$ cat config.mk
export PLATFORM = sky130hd
export DESIGN_NAME = prog_sched
export DESIGN_NICKNAME = d
export VERILOG_FILES = /design/src/rtl/prog_sched.sv
export SDC_FILE = /design/constraint.sdc
export NUM_CORES = 1
export LEC_CHECK = 0
export BUFFER_PORTS_ARGS = -buffer_cell sky130_fd_sc_hd__buf_2
export CORE_ASPECT_RATIO = 0.9
export CORE_MARGIN = 2
export CORE_UTILIZATION = 45
export CTS_BUF_LIST = sky130_fd_sc_hd__clkbuf_4 sky130_fd_sc_hd__clkbuf_8
export DETAILED_ROUTE_END_ITERATION = 16
export GPL_TIMING_DRIVEN = 0
export SLEW_MARGIN = 40
export SYNTH_ARGS = -nofsm -noshare
export SYNTH_HDL_FRONTEND = slang
export SYNTH_SLANG_ARGS = --single-unit
$ cat constraint.sdc
create_clock -name clock_i -period 2 [get_ports clock_i]
set_clock_uncertainty 0.05 [all_clocks]
set_input_delay 0.3 -clock clock_i [delete_from_list [all_inputs] [get_ports clock_i]]
set_output_delay 0.3 -clock clock_i [all_outputs]
set_load 0.05 [all_outputs]
$ cat src/rtl/prog_sched.sv
// Job scheduler: queues program start addresses and launches them one at a time
// on a CPU core, reporting each job's address, run length and timeout status.
module prog_sched #(
    parameter int unsigned DEPTH   = 4,
    parameter logic [15:0] TIMEOUT = 16'd4000
) (
    input  logic        clock_i,
    input  logic        reset_i,
    input  logic        push_i,
    input  logic [7:0]  push_addr_i,
    output logic        full_o,
    output logic [2:0]  depth_o,
    output logic        drop_o,
    output logic        core_start_o,
    output logic [7:0]  core_addr_o,
    input  logic        core_done_i,
    output logic        busy_o,
    output logic        job_done_o,
    output logic [7:0]  job_addr_o,
    output logic [15:0] job_cycles_o,
    output logic        timeout_o
);

    localparam int unsigned AW = (DEPTH > 1) ? $clog2(DEPTH) : 1;
    localparam int unsigned CW = 16;

    typedef enum logic [1:0] {
        IDLE   = 2'd0,
        LAUNCH = 2'd1,
        RUN    = 2'd2,
        REPORT = 2'd3
    } state_e;

    state_e          state_q, state_d;
    logic [7:0]      mem_q [DEPTH];
    logic [AW-1:0]   wr_ptr_q, wr_ptr_d;
    logic [AW-1:0]   rd_ptr_q, rd_ptr_d;
    logic [2:0]      depth_q, depth_d;
    logic            full_q, full_d;
    logic            drop_q, drop_d;
    logic            start_q, start_d;
    logic [7:0]      core_addr_q, core_addr_d;
    logic            busy_q, busy_d;
    logic            job_done_q, job_done_d;
    logic [7:0]      job_addr_q, job_addr_d;
    logic [CW-1:0]   job_cycles_q, job_cycles_d;
    logic            timeout_q, timeout_d;
    logic [CW-1:0]   cnt_q, cnt_d;
    logic            done_prev_q, done_prev_d;
    logic            by_timeout_q, by_timeout_d;
    logic            push_ok;
    logic            pop;

    // Next-state, queue bookkeeping and output computation
    always_comb begin
        state_d      = state_q;
        wr_ptr_d     = wr_ptr_q;
        rd_ptr_d     = rd_ptr_q;
        depth_d      = depth_q;
        drop_d       = 1'b0;
        start_d      = 1'b0;
        core_addr_d  = core_addr_q;
        job_done_d   = 1'b0;
        job_addr_d   = job_addr_q;
        job_cycles_d = job_cycles_q;
        timeout_d    = 1'b0;
        cnt_d        = cnt_q;
        done_prev_d  = core_done_i;
        by_timeout_d = by_timeout_q;
        pop          = 1'b0;
        push_ok      = push_i && !full_q;

        case (state_q)
            IDLE: begin
                if (depth_q != 3'd0) begin
                    pop         = 1'b1;
                    core_addr_d = mem_q[rd_ptr_q];
                    state_d     = LAUNCH;
                end
            end
            LAUNCH: begin
                start_d = 1'b1;
                cnt_d   = '0;
                state_d = RUN;
            end
            RUN: begin
                // Only a fresh rising edge of done counts; a level left over from a prior job is ignored
                if (core_done_i && !done_prev_q) begin
                    by_timeout_d = 1'b0;
                    state_d      = REPORT;
                end else if (cnt_q == TIMEOUT) begin
                    by_timeout_d = 1'b1;
                    state_d      = REPORT;
                end else if (cnt_q != 16'hFFFF) begin
                    cnt_d = cnt_q + CW'(1);
                end
            end
            REPORT: begin
                job_done_d   = 1'b1;
                job_addr_d   = core_addr_q;
                job_cycles_d = cnt_q;
                timeout_d    = by_timeout_q;
                state_d      = IDLE;
            end
            default: state_d = IDLE;
        endcase

        if (push_ok) begin
            wr_ptr_d = wr_ptr_q + AW'(1);
        end
        if (pop) begin
            rd_ptr_d = rd_ptr_q + AW'(1);
        end
        if (push_ok && !pop) begin
            depth_d = depth_q + 3'd1;
        end else if (!push_ok && pop) begin
            depth_d = depth_q - 3'd1;
        end

        drop_d = push_i && full_q;
        full_d = (depth_d == 3'(DEPTH));
        busy_d = (state_d != IDLE);
    end

    // Control and output registers
    always_ff @(posedge clock_i) begin
        if (reset_i) begin
            state_q      <= IDLE;
            wr_ptr_q     <= '0;
            rd_ptr_q     <= '0;
            depth_q      <= '0;
            full_q       <= 1'b0;
            drop_q       <= 1'b0;
            start_q      <= 1'b0;
            core_addr_q  <= '0;
            busy_q       <= 1'b0;
            job_done_q   <= 1'b0;
            job_addr_q   <= '0;
            job_cycles_q <= '0;
            timeout_q    <= 1'b0;
            cnt_q        <= '0;
            done_prev_q  <= 1'b0;
            by_timeout_q <= 1'b0;
        end else begin
            state_q      <= state_d;
            wr_ptr_q     <= wr_ptr_d;
            rd_ptr_q     <= rd_ptr_d;
            depth_q      <= depth_d;
            full_q       <= full_d;
            drop_q       <= drop_d;
            start_q      <= start_d;
            core_addr_q  <= core_addr_d;
            busy_q       <= busy_d;
            job_done_q   <= job_done_d;
            job_addr_q   <= job_addr_d;
            job_cycles_q <= job_cycles_d;
            timeout_q    <= timeout_d;
            cnt_q        <= cnt_d;
            done_prev_q  <= done_prev_d;
            by_timeout_q <= by_timeout_d;
        end
    end

    // Queue storage; contents are only meaningful behind the pointers, so no reset
    always_ff @(posedge clock_i) begin
        if (push_ok) begin
            mem_q[wr_ptr_q] <= push_addr_i;
        end
    end

    assign full_o       = full_q;
    assign depth_o      = depth_q;
    assign drop_o       = drop_q;
    assign core_start_o = start_q;
    assign core_addr_o  = core_addr_q;
    assign busy_o       = busy_q;
    assign job_done_o   = job_done_q;
    assign job_addr_o   = job_addr_q;
    assign job_cycles_o = job_cycles_q;
    assign timeout_o    = timeout_q;

endmodule
# Yosys cells after proc, flatten, opt, wreduce, memory -nomap -nowiden
# Memories as Yosys holds them, arrays and structs flattened. A register that Yosys moved wholly into a read port is not among the register bits.
# Cells that the tools add are included.
dict set report totals {
  memories 1
  ramBits 32
  ff_bits 57
  inputBits 12
  wordCells 67
}
# memory depth width read_ports rd_clocked_by_memory_dff write_ports line
set mem_list {}
lappend mem_list {mem_q 4 8 1 1 1 35} ;# logic [7:0] mem_q [DEPTH];
dict set report classes {
  muxes 18
  bitwise 1
  n_eq_ne 9
  reduce_logical 18
  n_addsub 5
}
# operator n
set ops {}
lappend ops {{$mux 16} 3}
lappend ops {{$pmux 16 s2} 1}
lappend ops {{$add 16x1->16 const B} 1}
lappend ops {{$eq 16x12->1 const B} 1}
lappend ops {{$ne 16x16->1 const B} 1}
lappend ops {{$mux 1} 8}
lappend ops {{$pmux 2 s4} 1}
lappend ops {{$mux 2} 3}
lappend ops {{$mux 3} 2}
lappend ops {{$ne 2x2->1 const B} 3}
lappend ops {{$reduce_bool 2->1} 3}
lappend ops {{$logic_and 1x1->1} 5}
lappend ops {{$add 2x1->2 const B} 2}
lappend ops {{$eq 2x2->1 const B} 2}
lappend ops {{$logic_not 1->1} 4}
lappend ops {{$reduce_and 2->1} 2}
lappend ops {{$reduce_and 4->1} 1}
lappend ops {{$add 3x1->3 const B} 1}
lappend ops {{$eq 3x3->1 const B} 1}
lappend ops {{$reduce_bool 3->1} 1}
lappend ops {{$sub 3x1->3 const B} 1}
lappend ops {{$eq 2x1->1 const B} 1}
lappend ops {{$logic_not 2->1} 1}
lappend ops {{$reduce_or 2->1} 1}
lappend ops {{$not 1->1} 1}

# Longest topological paths before layout
dict set report logic_depth {
  depth_word 7
  mapped_depth 8
}

# Worst setup path before layout
# Ideal clock, no wire load.
dict set report synth_path {
  path_type {reg-to-reg}
  from {reg depth_q[0], in the netlist depth_o[0]}
  to {reg full_q, in the netlist full_o}
  path_slack_ns -0.128
  path_stages_with_launch 8
  setup_time_ns 0.134
  t_arrival_ns 1.943
  path_buffers 0
  required_ns 1.816
  synth_period_minus_slack_ns 2.128
  path_cell_list {dfxtp_1 inv_1 ha_1 nor2b_1 or3_1 and2_1 a22oi_1 nor3_1}
}
dict set report synth_between {
  elab_chain_len 7
  elab_cells_between_ends 11
  cone_classes {2 x add/sub; 1 x eq/ne; 4 x mux; 4 x reduce/logical}
}
# item line
set synth_lines {}
lappend synth_lines {{start, declared} 38} ;# logic [2:0] depth_q, depth_d;
lappend synth_lines {{start signal, assigned} 148} ;# depth_q <= depth_d;
lappend synth_lines {{$reduce_bool 3->1} 75} ;# if (depth_q != 3'd0) begin
lappend synth_lines {{$mux 1} 75}
lappend synth_lines {{$mux 1} 73} ;# case (state_q)
lappend synth_lines {{$logic_and 1x1->1 or $logic_not 1->1 (tied branches)} {116, 114}}
lappend synth_lines {{$mux 3 or $logic_and 1x1->1 (tied branches)} {116, 114}}
lappend synth_lines {{$mux 3 (*)} 114} ;# if (push_ok && !pop) begin
lappend synth_lines {{$eq 3x3->1 (*)} 121} ;# full_d = (depth_d == 3'(DEPTH));
lappend synth_lines {{end signal, assigned} 149} ;# full_q <= full_d;
lappend synth_lines {{end, declared} 39} ;# logic full_q, full_d;
# Every way passes the cells marked *; elsewhere a longest branch is shown, timed or not.
# A chain may end at the register's enable or synchronous reset.

# Final worst setup path
dict set report layout_path {
  from {reg state_q[0]}
  to {reg cnt_q[3]}
}
dict set report layout_between {
  elab_chain_len 3
  elab_cells_between_ends 8
  cone_classes {5 x eq/ne; 1 x mux; 2 x reduce/logical}
}
# item line
set layout_lines {}
lappend layout_lines {{start, declared} 34} ;# state_e state_q, state_d;
lappend layout_lines {{start signal, assigned} 145} ;# state_q <= state_d;
lappend layout_lines {{$eq 2x2->1 or $eq 2x1->1 (tied branches)} 73}
lappend layout_lines {{$ne 2x2->1 (no line) or $reduce_bool 2->1 (tied branches)} -}
lappend layout_lines {{$reduce_and 4->1 (no line)} -}
lappend layout_lines {{end signal, assigned} 158} ;# cnt_q <= cnt_d;
lappend layout_lines {{end, declared} 48} ;# logic [CW-1:0] cnt_q, cnt_d;
# Several ways; a longest one is shown, not always the timed one.

==> results.toml <==
[synthesis]
ys_seq_area_share_pct = 54.3
synth.distinct_cells = 54
syn_inst = 378
ys_async_sr_fraction_pct = 0
syn-num-nets = 404
synth_area_per_cell_um2 = 11.0
ys_ff_latch = 97
yosysWarnings = 0
synth-edff-count = 32
syn_area_um2 = 4170
synth_flop_cell = "dfxtp_1"

[clock_tree]
htree_levels = 3
cts.sinks = 97
root_buffer = "clkbuf_8"
cts_tree = "yes"
clock_latency_ns = 0.35
cts.path.max_buffers = 2
clk_pin_slew_ns = 0.10
cts_buffers = 9

[critical_path]
crit_family = "simple AND/OR/NAND/NOR gates"
worstPathMaxFanout = 6
cp_num_buf_inv = 2
start_kind = "flop"
crit_path_cell_trace = "inv_4, ha_2, buf_6, nand4_1, or4_4, a21oi_4, o21ai_1, o21ai_0"
max_stage_delay_ns = 0.62
cp_slowest_cell = "or4_4"
ff2ff_setup_slack_ns = 0.05
required_ns = 2.23
critPathArrivalTime_ns = 2.18
path_class = "flop to flop"
worst_setup_path_end_kind = "flop"

[sta]
period_share_pct = 97.5
max_freq_ghz = 0.513
slew_violations = 0
tightest_slew_ns = 0.627
hold_viol = 0
fin_ws_ns = 0.0497
fin_tns_setup_ns = 0
finalCriticalPeriod_ns = 1.95
setup_viol = 0
rsz0062_at_grt = "true"
timing.slew.headroom_pct = 58.2

[power]
leakagePower_nw = 1.84
power.density_nw_per_um2 = 1140
power.total_mw = 5.52
peakVddDrop_mv = 0.616

[floorplanning]
rows = 33
die_x_um = 105
die_area_um2 = 10000
start_util_pct = 46.1
die-height_um = 95.3
core-area_um2 = 9040
pin_count = 53

[grt]
grt_max_degree = 17
grt_pass1_vias = 2915
grt-ovfl-total = 0
antenna_found_initial = 0
grt_pass1_wl_mm = 14.7
track_usage_pct = 19.0

[min_path]
hold_path.class = "input pin to flop"

[drt]
finalWirelength_mm = 8.93
routed_via_density = 5.20
first_iter_violations = 145
antenna_left = 0
detail_route.first_pass.iterations = 4
drc = 0
vias = 2979
routedWlPerCell_um = 15.6

[placement]
dp_hpwl_mm = 6.35
place_ws_ns = -0.0678
io_buffers = 52
gp_congestion = 0.938
place_area_um2 = 4580

[finish]
drive_above_1_share_pct = 25.5
diodes = 0
area_delta_synth_final_pct = 16.2
stdcell_area_um2 = 4840
fillers = 846
final_nets = 472

[outcome]
status = "finished clean"

[run]
maxCapViolCount = 0
## final cells by class
type	instances	area [µm²]	area share, %
flip-flops and latches	97	2270	46.9
clock inverters	6	40.0	0.827
repair buffers	58	305	6.31
multi-input cells	250	1800	37.1
well taps	122	153	3.15
inverters	10	40.0	0.827
clock buffers	10	138	2.84
plain buffers	20	100	2.07
## logic make-up (layout without fill, tap and decap cells)
kind of cell               Yosys count  after routing  synth area share [%]
and+or+nand+nor                    142            142                  17.8
DFF                                 97             97                  54.3
AOI/OAI and AO/OA                   56             56                  9.07
muxes                               33             33                  10.3
buffers and inverters               31            104                  3.21
adders and majority gates           14             14                  4.20
xor gates and xnor gates             5              5                  1.05
## what timing repair did
| item | in CTS | in global routing |
|---|---|---|
| endpoints found under the setup margin | 9 | 29 |
| hold buffers | 0 | 0 |
| endpoints found under the hold margin | 0 | 0 |
| buffers inserted | 0 | 6 |
| gates resized for setup | 2 | 20 |
| pin swaps | 0 | 8 |
## cell usage after synthesis, types with 3 or more instances
| library cell | n | area (µm²) |
|---|---|---|
| nor3_1 | 3 | 15.0 |
| o22ai_1 | 3 | 18.8 |
| mux4_2 | 8 | 180 |
| and4_1 | 5 | 43.8 |
| a211oi_1 | 5 | 37.5 |
| and3_1 | 5 | 31.3 |
| edfxtp_1 | 32 | 961 |
| mux2i_1 | 25 | 250 |
| ha_1 | 14 | 175 |
| buf_2 | 7 | 35.0 |
| inv_1 | 10 | 37.5 |
| nand4b_1 | 3 | 26.3 |
| a21oi_1 | 14 | 70.1 |
| clkbuf_1 | 9 | 33.8 |
| nand3_1 | 6 | 30.0 |
| nor2b_1 | 8 | 50.1 |
| a31oi_1 | 6 | 37.5 |
| dfxtp_1 | 65 | 1300 |
| xnor2_1 | 4 | 35.0 |
| nand4_1 | 9 | 56.3 |
| nand2_1 | 33 | 124 |
| and2_1 | 9 | 56.3 |
| o21ai_0 | 11 | 55.1 |
| nand2b_1 | 5 | 31.3 |
| nor2_1 | 41 | 154 |
## where the power goes
group / switching (mW) / total, mW / internal, mW
Clock: 0.668 / 1.16 / 0.490
Sequential: 0.138 / 2.41 / 2.27
Combinational: 1.29 / 1.95 / 0.661
## layout by cell type (no fill, tap or decap), drive strengths merged, types with 13 or more instances in the layout
| cell | Yosys | layout |
|---|---|---|
| buf | 11 | 69 |
| o21ai | 13 | 13 |
| a21oi | 16 | 16 |
| ha | 14 | 14 |
| nand2 | 34 | 34 |
| edfxtp | 32 | 32 |
| nor2 | 42 | 42 |
| mux2i | 25 | 25 |
| dfxtp | 65 | 65 |
| clkbuf | 10 | 19 |
## through the flow
step / util [%] / cells / hold slack (ns)
final: 53.5 / 573 / 0.118
after global routing: 53.5 / 573 / 0.0957
after CTS: 52.7 / 568 / 0.0988
after detailed placement: 50.7 / 552 / 0.397
after global placement: 50.7 / 552 / 0.401
after floorplan: - / 378 / 0.329
## worst paths after layout
path	to	startpoint	cells after the start
worst max-delay path	cnt_q[3]	state_q[0]	8
worst min register to register	drop_o	full_o	2
worst max register to register	cnt_q[3]	state_q[0]	8
worst min-delay path	mem_q[2][3]	push_addr_i[3]	1
## sequential cells by signal, summed over array words and instances (netlist names), 2 cells and up
| name | count |
|---|---|
| depth_o | 3 |
| job_cycles_o | 16 |
| state_q | 2 |
| mem_q | 32 |
| wr_ptr_q | 2 |
| cnt_q | 16 |
| job_addr_o | 8 |
| rd_ptr_q | 2 |
| core_addr_o | 8 |
## routing by layer
| metal | share of wire, % | global-route usage, % | vias to the layer above |
|---|---|---|---|
| met1 | 48 | 25.5 | 1404 |
| met3 | 5.4 | 4.17 | 8 |
| met2 | 45 | 30.5 | 70 |
| met4 | 1.4 | 7.44 | 0 |
| met5 | 0 | 0 | - |
| li1 | - | - | 1497 |
Power figures use the tool's default switching activity.
